File: src/rtl/compress_pack_unit.sv
// ============================================================================
// Module   : compress_pack_unit
// Purpose  : ML-KEM Compress_d / ByteEncode12 engine with LSB-first bit packer
// Revision : 1.0 - initial release
// ============================================================================
`default_nettype none

module compress_pack_unit #(
    parameter int NUM_COEFF = 4,
    parameter int OUT_W     = 64,
    parameter int BUF_W     = 2 * OUT_W
) (
    input  logic                      clk,
    input  logic                      rst_b,
    input  logic                      zeroize,
    input  logic                      start_i,
    input  logic [2:0]                mode_i,
    input  logic                      coeff_valid_i,
    output logic                      coeff_ready_o,
    input  logic [NUM_COEFF*12-1:0]   coeff_i,
    output logic                      word_valid_o,
    input  logic                      word_ready_i,
    output logic [OUT_W-1:0]          word_o,
    output logic                      busy_o,
    output logic                      done_o,
    output logic                      err_o
);

    localparam int c_in_w      = NUM_COEFF * 12;
    localparam int c_num_beats = 256 / NUM_COEFF;
    localparam int c_beat_w    = $clog2(c_num_beats + 1);
    localparam int c_fill_w    = $clog2(BUF_W + 1);

    typedef enum logic [1:0] {
        IDLE  = 2'd0,
        RUN   = 2'd1,
        DRAIN = 2'd2
    } state_t;

    state_t                state_q, state_d;
    logic [3:0]            d_q, d_d;
    logic [c_beat_w-1:0]   beat_q, beat_d;
    logic [c_in_w-1:0]     stage_q, stage_d;
    logic                  stage_vld_q, stage_vld_d;
    logic [BUF_W-1:0]      buf_q, buf_d;
    logic [c_fill_w-1:0]   fill_q, fill_d;
    logic                  err_q, err_d;

    logic                  w_mode_ok;
    logic [3:0]            w_mode_d;
    logic [c_in_w-1:0]     w_packed;
    logic                  w_bad;
    logic [c_fill_w-1:0]   w_stage_bits;
    logic                  w_coeff_ready;
    logic                  w_word_valid;
    logic                  w_accept;
    logic                  w_pop;
    logic                  w_done;
    logic [BUF_W-1:0]      w_base_buf;
    logic [c_fill_w-1:0]   w_base_fill;

    // Quotient of a 24-bit numerator by the constant 3329 is exact for every
    // 12-bit x; the mod 2^d wrap folds values that round up to 2^d back to 0.
    function automatic logic [11:0] compress(input logic [11:0] x, input logic [3:0] d);
        logic [23:0] num;
        logic [11:0] quo;
        logic [11:0] mask;
        if (d == 4'd12) begin
            return x;
        end
        num  = ({12'd0, x} << d) + 24'd1664;
        quo  = 12'(num / 24'd3329);
        mask = (12'd1 << d) - 12'd1;
        return quo & mask;
    endfunction

    always_comb begin
        w_mode_ok = 1'b1;
        w_mode_d  = 4'd1;
        case (mode_i)
            3'd0:    w_mode_d = 4'd1;
            3'd1:    w_mode_d = 4'd4;
            3'd2:    w_mode_d = 4'd5;
            3'd3:    w_mode_d = 4'd10;
            3'd4:    w_mode_d = 4'd11;
            3'd5:    w_mode_d = 4'd12;
            default: w_mode_ok = 1'b0;
        endcase
    end

    always_comb begin
        w_packed = '0;
        w_bad    = 1'b0;
        for (int j = 0; j < NUM_COEFF; j++) begin
            w_bad    = w_bad | (coeff_i[12*j +: 12] >= 12'd3329);
            w_packed = w_packed
                     | (c_in_w'(compress(coeff_i[12*j +: 12], d_q)) << (j * int'(d_q)));
        end
    end

    assign w_stage_bits  = stage_vld_q ? c_fill_w'(NUM_COEFF * int'(d_q)) : '0;
    // Room for the staged beat plus a worst-case new beat keeps the buffer from overflowing.
    assign w_coeff_ready = (state_q == RUN)
                         && (beat_q < c_beat_w'(c_num_beats))
                         && ((int'(fill_q) + int'(w_stage_bits) + c_in_w) <= BUF_W);
    assign w_word_valid  = (fill_q >= c_fill_w'(OUT_W));
    assign w_accept      = coeff_valid_i & w_coeff_ready;
    assign w_pop         = w_word_valid & word_ready_i;

    always_comb begin
        w_base_buf  = w_pop ? (buf_q >> OUT_W) : buf_q;
        w_base_fill = w_pop ? (fill_q - c_fill_w'(OUT_W)) : fill_q;
        buf_d       = w_base_buf;
        fill_d      = w_base_fill;
        if (stage_vld_q) begin
            buf_d  = w_base_buf | (BUF_W'(stage_q) << w_base_fill);
            fill_d = w_base_fill + w_stage_bits;
        end
    end

    always_comb begin
        state_d     = state_q;
        d_d         = d_q;
        beat_d      = beat_q;
        err_d       = 1'b0;
        w_done      = 1'b0;
        stage_d     = w_accept ? w_packed : '0;
        stage_vld_d = w_accept;
        case (state_q)
            IDLE: begin
                if (start_i) begin
                    if (w_mode_ok) begin
                        d_d     = w_mode_d;
                        beat_d  = '0;
                        state_d = RUN;
                    end else begin
                        err_d = 1'b1;
                    end
                end
            end
            RUN: begin
                if (w_accept) begin
                    beat_d = beat_q + c_beat_w'(1);
                    if (beat_q == c_beat_w'(c_num_beats - 1)) begin
                        state_d = DRAIN;
                    end
                end
            end
            DRAIN: begin
                if (!stage_vld_q && (fill_q == '0)) begin
                    state_d = IDLE;
                    w_done  = 1'b1;
                end
            end
            default: state_d = IDLE;
        endcase
        if (w_accept && w_bad) begin
            err_d = 1'b1;
        end
    end

    always_ff @(posedge clk or negedge rst_b) begin
        if (!rst_b) begin
            state_q     <= IDLE;
            d_q         <= 4'd1;
            beat_q      <= '0;
            stage_q     <= '0;
            stage_vld_q <= 1'b0;
            buf_q       <= '0;
            fill_q      <= '0;
            err_q       <= 1'b0;
        end else if (zeroize) begin
            state_q     <= IDLE;
            d_q         <= 4'd1;
            beat_q      <= '0;
            stage_q     <= '0;
            stage_vld_q <= 1'b0;
            buf_q       <= '0;
            fill_q      <= '0;
            err_q       <= 1'b0;
        end else begin
            state_q     <= state_d;
            d_q         <= d_d;
            beat_q      <= beat_d;
            stage_q     <= stage_d;
            stage_vld_q <= stage_vld_d;
            buf_q       <= buf_d;
            fill_q      <= fill_d;
            err_q       <= err_d;
        end
    end

    assign coeff_ready_o = w_coeff_ready;
    assign word_valid_o  = w_word_valid;
    assign word_o        = buf_q[OUT_W-1:0];
    assign busy_o        = (state_q != IDLE);
    assign done_o        = w_done & ~zeroize;
    assign err_o         = err_q;

endmodule

`default_nettype wire

File: config.mk
export PLATFORM = sky130hd
export DESIGN_NAME = compress_pack_unit
export DESIGN_NICKNAME = d
export VERILOG_FILES = /design/src/rtl/compress_pack_unit.sv
export SDC_FILE = /design/constraint.sdc
export NUM_CORES = 2
export LEC_CHECK = 0
export CORE_AREA = 2 2 325 263
export DETAILED_ROUTE_END_ITERATION = 10
export DIE_AREA = 0 0 327 265
export GPL_ROUTABILITY_DRIVEN = 0
export PLACE_DENSITY_LB_ADDON = 0.3
export SETUP_SLACK_MARGIN = 0.5
export SLEW_MARGIN = 15
export SYNTH_ARGS = -nofsm -noshare
export SYNTH_HDL_FRONTEND = slang
export SYNTH_SLANG_ARGS = --single-unit
File: constraint.sdc
create_clock -name clk -period 21.3 [get_ports clk]
set_input_delay 3.195 -clock clk [delete_from_list [all_inputs] [get_ports clk]]
set_output_delay 3.195 -clock clk [all_outputs]
set_load 0.02 [all_outputs]
# ---- Word-level counts from Yosys, hierarchy flattened
# Cells that the tools add are included.
dict set report totals {
  regBits 199
  input_bits 57
  output_inout_bits 69
  elab_cells 129
}
dict set report op_classes {
  add_sub_neg 10
  mul 1
  div_mod_pow 4
  order_cmp 7
  eq_ne 14
  shifts 9
  n_mux 44
  n_bitwise 15
  reduce_logical 17
}
# op count
set ops {}
lappend ops {{128-bit 2-to-1 mux} 3}
lappend ops {{128-bit bitwise OR} 1}
lappend ops {{48-bit by 8-bit left shift with 128-bit output} 1}
lappend ops {{24-bit by 11-bit adder with 24-bit output (second input constant)} 4}
lappend ops {{24-bit by 12-bit divider with 24-bit output (second input constant)} 4}
lappend ops {{12-bit 2-to-1 mux} 8}
lappend ops {{48-bit 2-to-1 mux} 2}
lappend ops {{48-bit bitwise OR} 2}
lappend ops {{12-bit by 4-bit left shift with 24-bit output} 4}
lappend ops {{12-bit AND} 4}
lappend ops {{12-bit >= comparator (second input constant)} 4}
lappend ops {{12-bit by 48-bit bitwise OR with 48-bit output} 1}
lappend ops {{12-bit by 4-bit left shift with 48-bit output} 1}
lappend ops {{12-bit by 5-bit left shift with 48-bit output} 1}
lappend ops {{12-bit by 6-bit left shift with 48-bit output} 1}
lappend ops {{7-bit 2-to-1 mux} 4}
lappend ops {{8-bit 2-to-1 mux} 3}
lappend ops {{4-bit case mux with 5 select lines} 1}
lappend ops {{4-bit 2-to-1 mux} 4}
lappend ops {{7-bit case mux with 2 select lines} 1}
lappend ops {{2-bit 2-to-1 mux} 6}
lappend ops {{3-bit inequality test (second input constant)} 4}
lappend ops {{1-bit by 4-bit left shift with 12-bit output (first input constant)} 1}
lappend ops {{12-bit by 1-bit subtractor with 12-bit output (second input constant)} 1}
lappend ops {{34 further kinds} 55}

# ---- Longest topological paths before layout
dict set report logic_depth {
  word_depth 11
  depth_mapped 74
  mapped_depth_nobuf 58
}

# ---- Worst setup path before layout
# Ideal clock, no wire load.
dict set report synth_timing {
  path_kind {input to register}
  from {input coeff_i[36]}
  to {register stage_q[19]}
  setup_time_ns 0.126
  t_arrival_ns 17.598
  required_time_ns 21.174
  path_slack_ns 3.577
  path_stages 62
  n_path_buf 7
  cell_sequence {buf_2 > mux4_1 > a21oi_1 > or2_2 > clkbuf_1 > clkinv_1 > ha_1 > or3_1 > buf_2 > and2_0 > clkbuf_1 > a31oi_1 > nor4_1 > or4_4 > a311oi_2 > and4_1 > buf_2 > a311oi_1 > (+26 left out) > nor4b_2 > a211oi_4 > xnor2_1 > inv_1 > ha_1 > nor4_1 > mux2i_1 > or2_0 > a31oi_1 > o21bai_1 > a21o_1 > a31oi_1 > and3_1 > nor3_1 > a21oi_2 > nor2_1 > a221oi_1 > nor2_1}
}
dict set report synth_between {
  elab_chain_cells 9
  elab_cells_between_ends 10
  classes_between {add/sub: 1; div: 1; shift: 2; mux: 4; bitwise: 2}
}
# item line
set synth_rtl {}
lappend synth_rtl {{start: declaration} 20} ;# input logic [NUM_COEFF*12-1:0] coeff_i,
lappend synth_rtl {{12-bit by 4-bit left shift with 24-bit output} 71} ;# num = ({12'd0, x} << d) + 24'd1664;
lappend synth_rtl {{24-bit by 11-bit adder with 24-bit output} 71}
lappend synth_rtl {{24-bit by 12-bit divider with 24-bit output} 72} ;# quo = 12'(num / 24'd3329);
lappend synth_rtl {{12-bit AND} 74} ;# return quo & mask;
lappend synth_rtl {{12-bit 2-to-1 mux (*)} 71}
lappend synth_rtl {{12-bit by 6-bit left shift with 48-bit output (*)} 97} ;# | (c_in_w'(compress(coeff_i[12*j +: 12], d_q)) << (j * int'(d_q)));
lappend synth_rtl {{48-bit bitwise OR (*)} 97}
lappend synth_rtl {{48-bit 2-to-1 mux (*)} 127} ;# stage_d = w_accept ? w_packed : '0;
lappend synth_rtl {{48-bit 2-to-1 mux (*)} 172} ;# end else if (zeroize) begin
lappend synth_rtl {{end signal: assignment} 185} ;# stage_q <= stage_d;
lappend synth_rtl {{end: declaration} 43} ;# logic [c_in_w-1:0] stage_q, stage_d;
# Every way passes the cells marked *; elsewhere a longest branch is shown, timed or not. The select of a mux whose other input is x is not followed.
# A chain may end at the register's enable or synchronous reset.

# ---- Final worst setup path
dict set report layout_timing {
  from {input coeff_i[31]}
  to {register stage_q[28]}
}
dict set report layout_between {
  elab_chain_cells 10
}
# item line
set layout_rtl {}
lappend layout_rtl {{12-bit by 4-bit left shift with 24-bit output} 71}
lappend layout_rtl {{24-bit by 11-bit adder with 24-bit output} 71}
lappend layout_rtl {{24-bit by 12-bit divider with 24-bit output} 72}
lappend layout_rtl {{12-bit AND} 74}
lappend layout_rtl {{12-bit 2-to-1 mux} 71}
lappend layout_rtl {{12-bit by 5-bit left shift with 48-bit output} 97}
lappend layout_rtl {{48-bit bitwise OR (2 in series)} 97}
lappend layout_rtl {{48-bit 2-to-1 mux} 127}
lappend layout_rtl {{48-bit 2-to-1 mux} 172}
# Every way passes these cells.

==> flow_results.org <==
** Status
- Status :: completed

** Clock network
- Sinks on the clock net :: 197
- Library cell used as clock root buffer :: sky130_fd_sc_hd__clkbuf_16
- TritonCTS built the clock tree.
- The later pin in the worst-skew pair is clocked with a latency of 0.46 ns.
- The clock passes through at most 2 buffers.
- Total of hold buffers inserted after clock tree synthesis :: 0
- Clock transition time at the flip-flop clock pins of the worst setup and hold paths :: 0.07 ns
- Number of H-tree levels :: 4
- Clock tree synthesis inserted a total of 17 buffers.

** Timing
- In the final timing run, aggregate negative setup slack is 0 ns.
- The final count of pins violating max slew is 0.
- Setup repair after global routing could not meet its margin everywhere.
- At the pin with the least slew margin, the transition time is 1.29 ns.
- Min cycle time layout :: 19.85 ns
- Final-report setup violation count :: 0
- Final-layout worst hold slack :: 0.514 ns
- Number of hold violations in the final report :: 0
- Fmax :: 50.4 MHz
- The worst path uses 93.2% of the clock period.
- Clock skew on the completed layout was measured at 0.0192 ns.
- Headroom to the max-slew limit came out at 13.1%.

** Placement
- Total instance count after detailed placement :: 6754
- Dpl hpwl :: 111000 µm
- In this run the cell area measured after placement is 42600 µm².
- Number of buffers added on ports :: 125

** Critical path
- On the worst path, the slowest cell contributes a delay of 0.68 ns.
- The worst setup path is captured at a flip-flop.
- Critical path start-end classification :: primary input to flip-flop
- Data arrival, critical path :: 20.16 ns
- In this run the worst path has a maximum fanout of 14.
- For the worst setup path, the data required time is 21.62 ns.
- The slowest stage of the critical path belongs to the cell sky130_fd_sc_hd__clkdlybuf4s50_1.
- Nature of the critical path startpoint :: primary input

** Logic synthesis
- Post-synth top area cell :: sky130_fd_sc_hd__dfrtp_1
- Post-synth ARST share :: 100%
- Counting every net in the synthesized netlist gives 5927.
- Summing every instance area after synthesis gives 41400 µm².
- Number of flops mapped to enable cells by yosys :: 0
- Fraction of post-synthesis cell area in the top cell type by area :: 11.8%
- Synthesized area per cell :: 7.11 µm²
- Among all flip-flop cells after synthesis, the most frequent one is sky130_fd_sc_hd__dfrtp_1.
- During synthesis, Yosys emitted a total of 0 warnings.
- Synth Instances :: 5827
- Number of storage elements in the synthesis netlist :: 197
- By area the synthesized netlist is led by sky130_fd_sc_hd__dfrtp_1 12%, sky130_fd_sc_hd__nand2_1 7.0%, sky130_fd_sc_hd__nor2_1 5.3%.
- For this run, the register share of the synthesized area comes to 11.9%.
- Distinct cell type count of the synthesized netlist :: 160

** Floorplan
- Die H :: 265 µm
- The floorplan step defined a die boundary enclosing 86700 µm².
- For this configuration, the core starts out at a cell density of 49.7%.
- Pin placement for this block handled 126 I/O pins.
- Area of the core :: 83300 µm²
- Die width :: 327 µm
- Row generation in the floorplan step produced 95 rows.

** Drt
- Post-detailed-route DRC marker count :: 0
- Final routed wire length divided by cell count :: 21.6 µm
- Detailed routing inserted a total of 47600 vias.
- The final layout contains routed wiring with a total length of 147000 µm.
- Number of DRC markers in iteration 0 :: 7528
- Pre-Repair DR Iteration Count :: 11
- Once detail routing completed, the nets flagged for antenna violations numbered 0.
- In the routed layout, each cell is associated on average with a via count of 7.00.

** Final layout
- Post-layout instance count excluding filler cells :: 6804
- The post-route netlist has 10.0% of its cells at a drive strength greater than 1.
- Compared with the post-synthesis result, the final layout area differs by 5.22%.
- After filler insertion, the fill cell instance count of the layout stands at 8179.
- Multi-input gate area :: 34500 µm²
- Most frequent standard cell in the layout excluding fill and tap cells :: sky130_fd_sc_hd__nand2_1
- After the last flow step, the layout net total stands at 5768.
- Sequential Area :: 4950 µm²
- The finished cells cover 43600 µm².
- The library cells used most frequently in the layout, excluding fill and tap cells, are 767 x sky130_fd_sc_hd__nand2_1, 580 x sky130_fd_sc_hd__nor2_1, 405 x sky130_fd_sc_hd__a21oi_1.

** Job
- Max-cap violations :: 0

** Worst hold path
- Worst hold path class :: flip-flop to flip-flop

** Global routing
- Aggregate global-route resource usage :: 31.8%
- Total grt overflow :: 0
- The number of antenna violations at the first check in global routing was 10.
- Maximum number of pins on one net before global-route repair :: 136
- Vias in the first global route :: 41900
- First-pass GRT wire length :: 230000 µm

** Pwr
- Max rail drop VDD :: 0.179 mV
- Pleak :: 0.0149 µW
- P per Cell Area :: 123 nW/µm²
- Summing internal, switching and leakage power gives 5340 µW.
[state kept, by name (all words and copies together) (netlist names)]
signal and cells:
buf_q 128, fill_q 6, stage_vld_q 1, state_q 2, beat_q 7, err_o 1, stage_q 48, d_q 4
[path summary, 6_finish.rpt]
check / from / to / slack (ns) / depth (start not counted)
max: coeff_i[31] / stage_q[28] / 1.45 / 52
min reg2reg: buf_q[101] / buf_q[101] / 0.51 / 2
min: buf_q[101] / buf_q[101] / 0.51 / 2
min in group asynchronous: rst_b / buf_q[58] / 2.86 / 1
max reg2reg: d_q[0] / stage_q[0] / 3.20 / 55
max in group asynchronous: rst_b / d_q[1] / 16.75 / 2
[per-layer routing]
layer / global-route usage (%) / vias up / part of all wire [%]
li1: - / 21900 / -
met3: 8.10 / 369 / 13
met5: 0 / - / 0.058
met2: 45.3 / 2815 / 41
met1: 47.0 / 22500 / 44
met4: 7.92 / 10 / 2.6
[cells by family after synthesis]
group           Yosys count  synth area share (%)
compound gates         2011                  35.5
mux                     315                  8.93
fa+ha+maj                53                  1.62
flops                   197                  11.9
simple gates           2465                  29.5
xor+xnor                322                  6.94
buf+inv                 464                  5.60
[worst max-delay path: cells and delay by family]
kind	cells	cell delay (ns)
AO/OA/AOI/OAI	29	9.84
AND/OR/NAND/NOR	12	3.62
XOR/XNOR	5	1.06
buffers and inverters	2	0.95
multiplexers	2	0.87
adder cells (fa/ha/maj)	2	0.58
[synthesized netlist by cell type (56+ instances only)]
library cell                 n
sky130_fd_sc_hd__mux2i_1   190
sky130_fd_sc_hd__and2_1    107
sky130_fd_sc_hd__or3_1      66
sky130_fd_sc_hd__clkbuf_1  186
sky130_fd_sc_hd__o211ai_1   84
sky130_fd_sc_hd__buf_4      75
sky130_fd_sc_hd__nand2_1   769
sky130_fd_sc_hd__o21ai_1    57
sky130_fd_sc_hd__nand3_1   205
sky130_fd_sc_hd__nor3_1    165
sky130_fd_sc_hd__mux2_2     74
sky130_fd_sc_hd__dfrtp_1   196
sky130_fd_sc_hd__a211oi_1   73
sky130_fd_sc_hd__nand4_1    76
sky130_fd_sc_hd__o21ai_0   269
sky130_fd_sc_hd__nor2_1    586
sky130_fd_sc_hd__a22oi_1    81
sky130_fd_sc_hd__a31oi_1   162
sky130_fd_sc_hd__o22ai_1    73
sky130_fd_sc_hd__inv_1      88
sky130_fd_sc_hd__xor2_1     82
sky130_fd_sc_hd__a21oi_1   408
sky130_fd_sc_hd__a21o_1     60
sky130_fd_sc_hd__nor4_1     56
sky130_fd_sc_hd__and3_1     86
sky130_fd_sc_hd__xnor2_1   233
[repair_timing]
action	in CTS	in global routing
endpoints found under the setup margin	0	48
buffers inserted	0	10
gates resized for setup	0	54
[metrics by stage]
step	setup slack, ns	utilization, %
after detailed placement	0.321	51.1
after floorplan	3.58	-
after global placement	0.883	51.1
after CTS	0.729	51.8
final	1.45	52.3
after global routing	0.336	52.3
[report_power, final]
group / internal, µW / switching, µW
clock: 200 / 149
sequential: 384 / 19.8
combinational: 1640 / 2950
total: 2220 / 3120
[area by class of cell]
class	instances	share of cell area [%]
clock inverters	12	0.405
multi-input cells	5166	79.1
inverters	97	0.836
diodes	8	0.0459
flip-flops and latches	197	11.4
repair buffers	189	4.01
clock buffers	20	1.03
well taps	1115	3.20
Power figures use the tool's default switching activity.
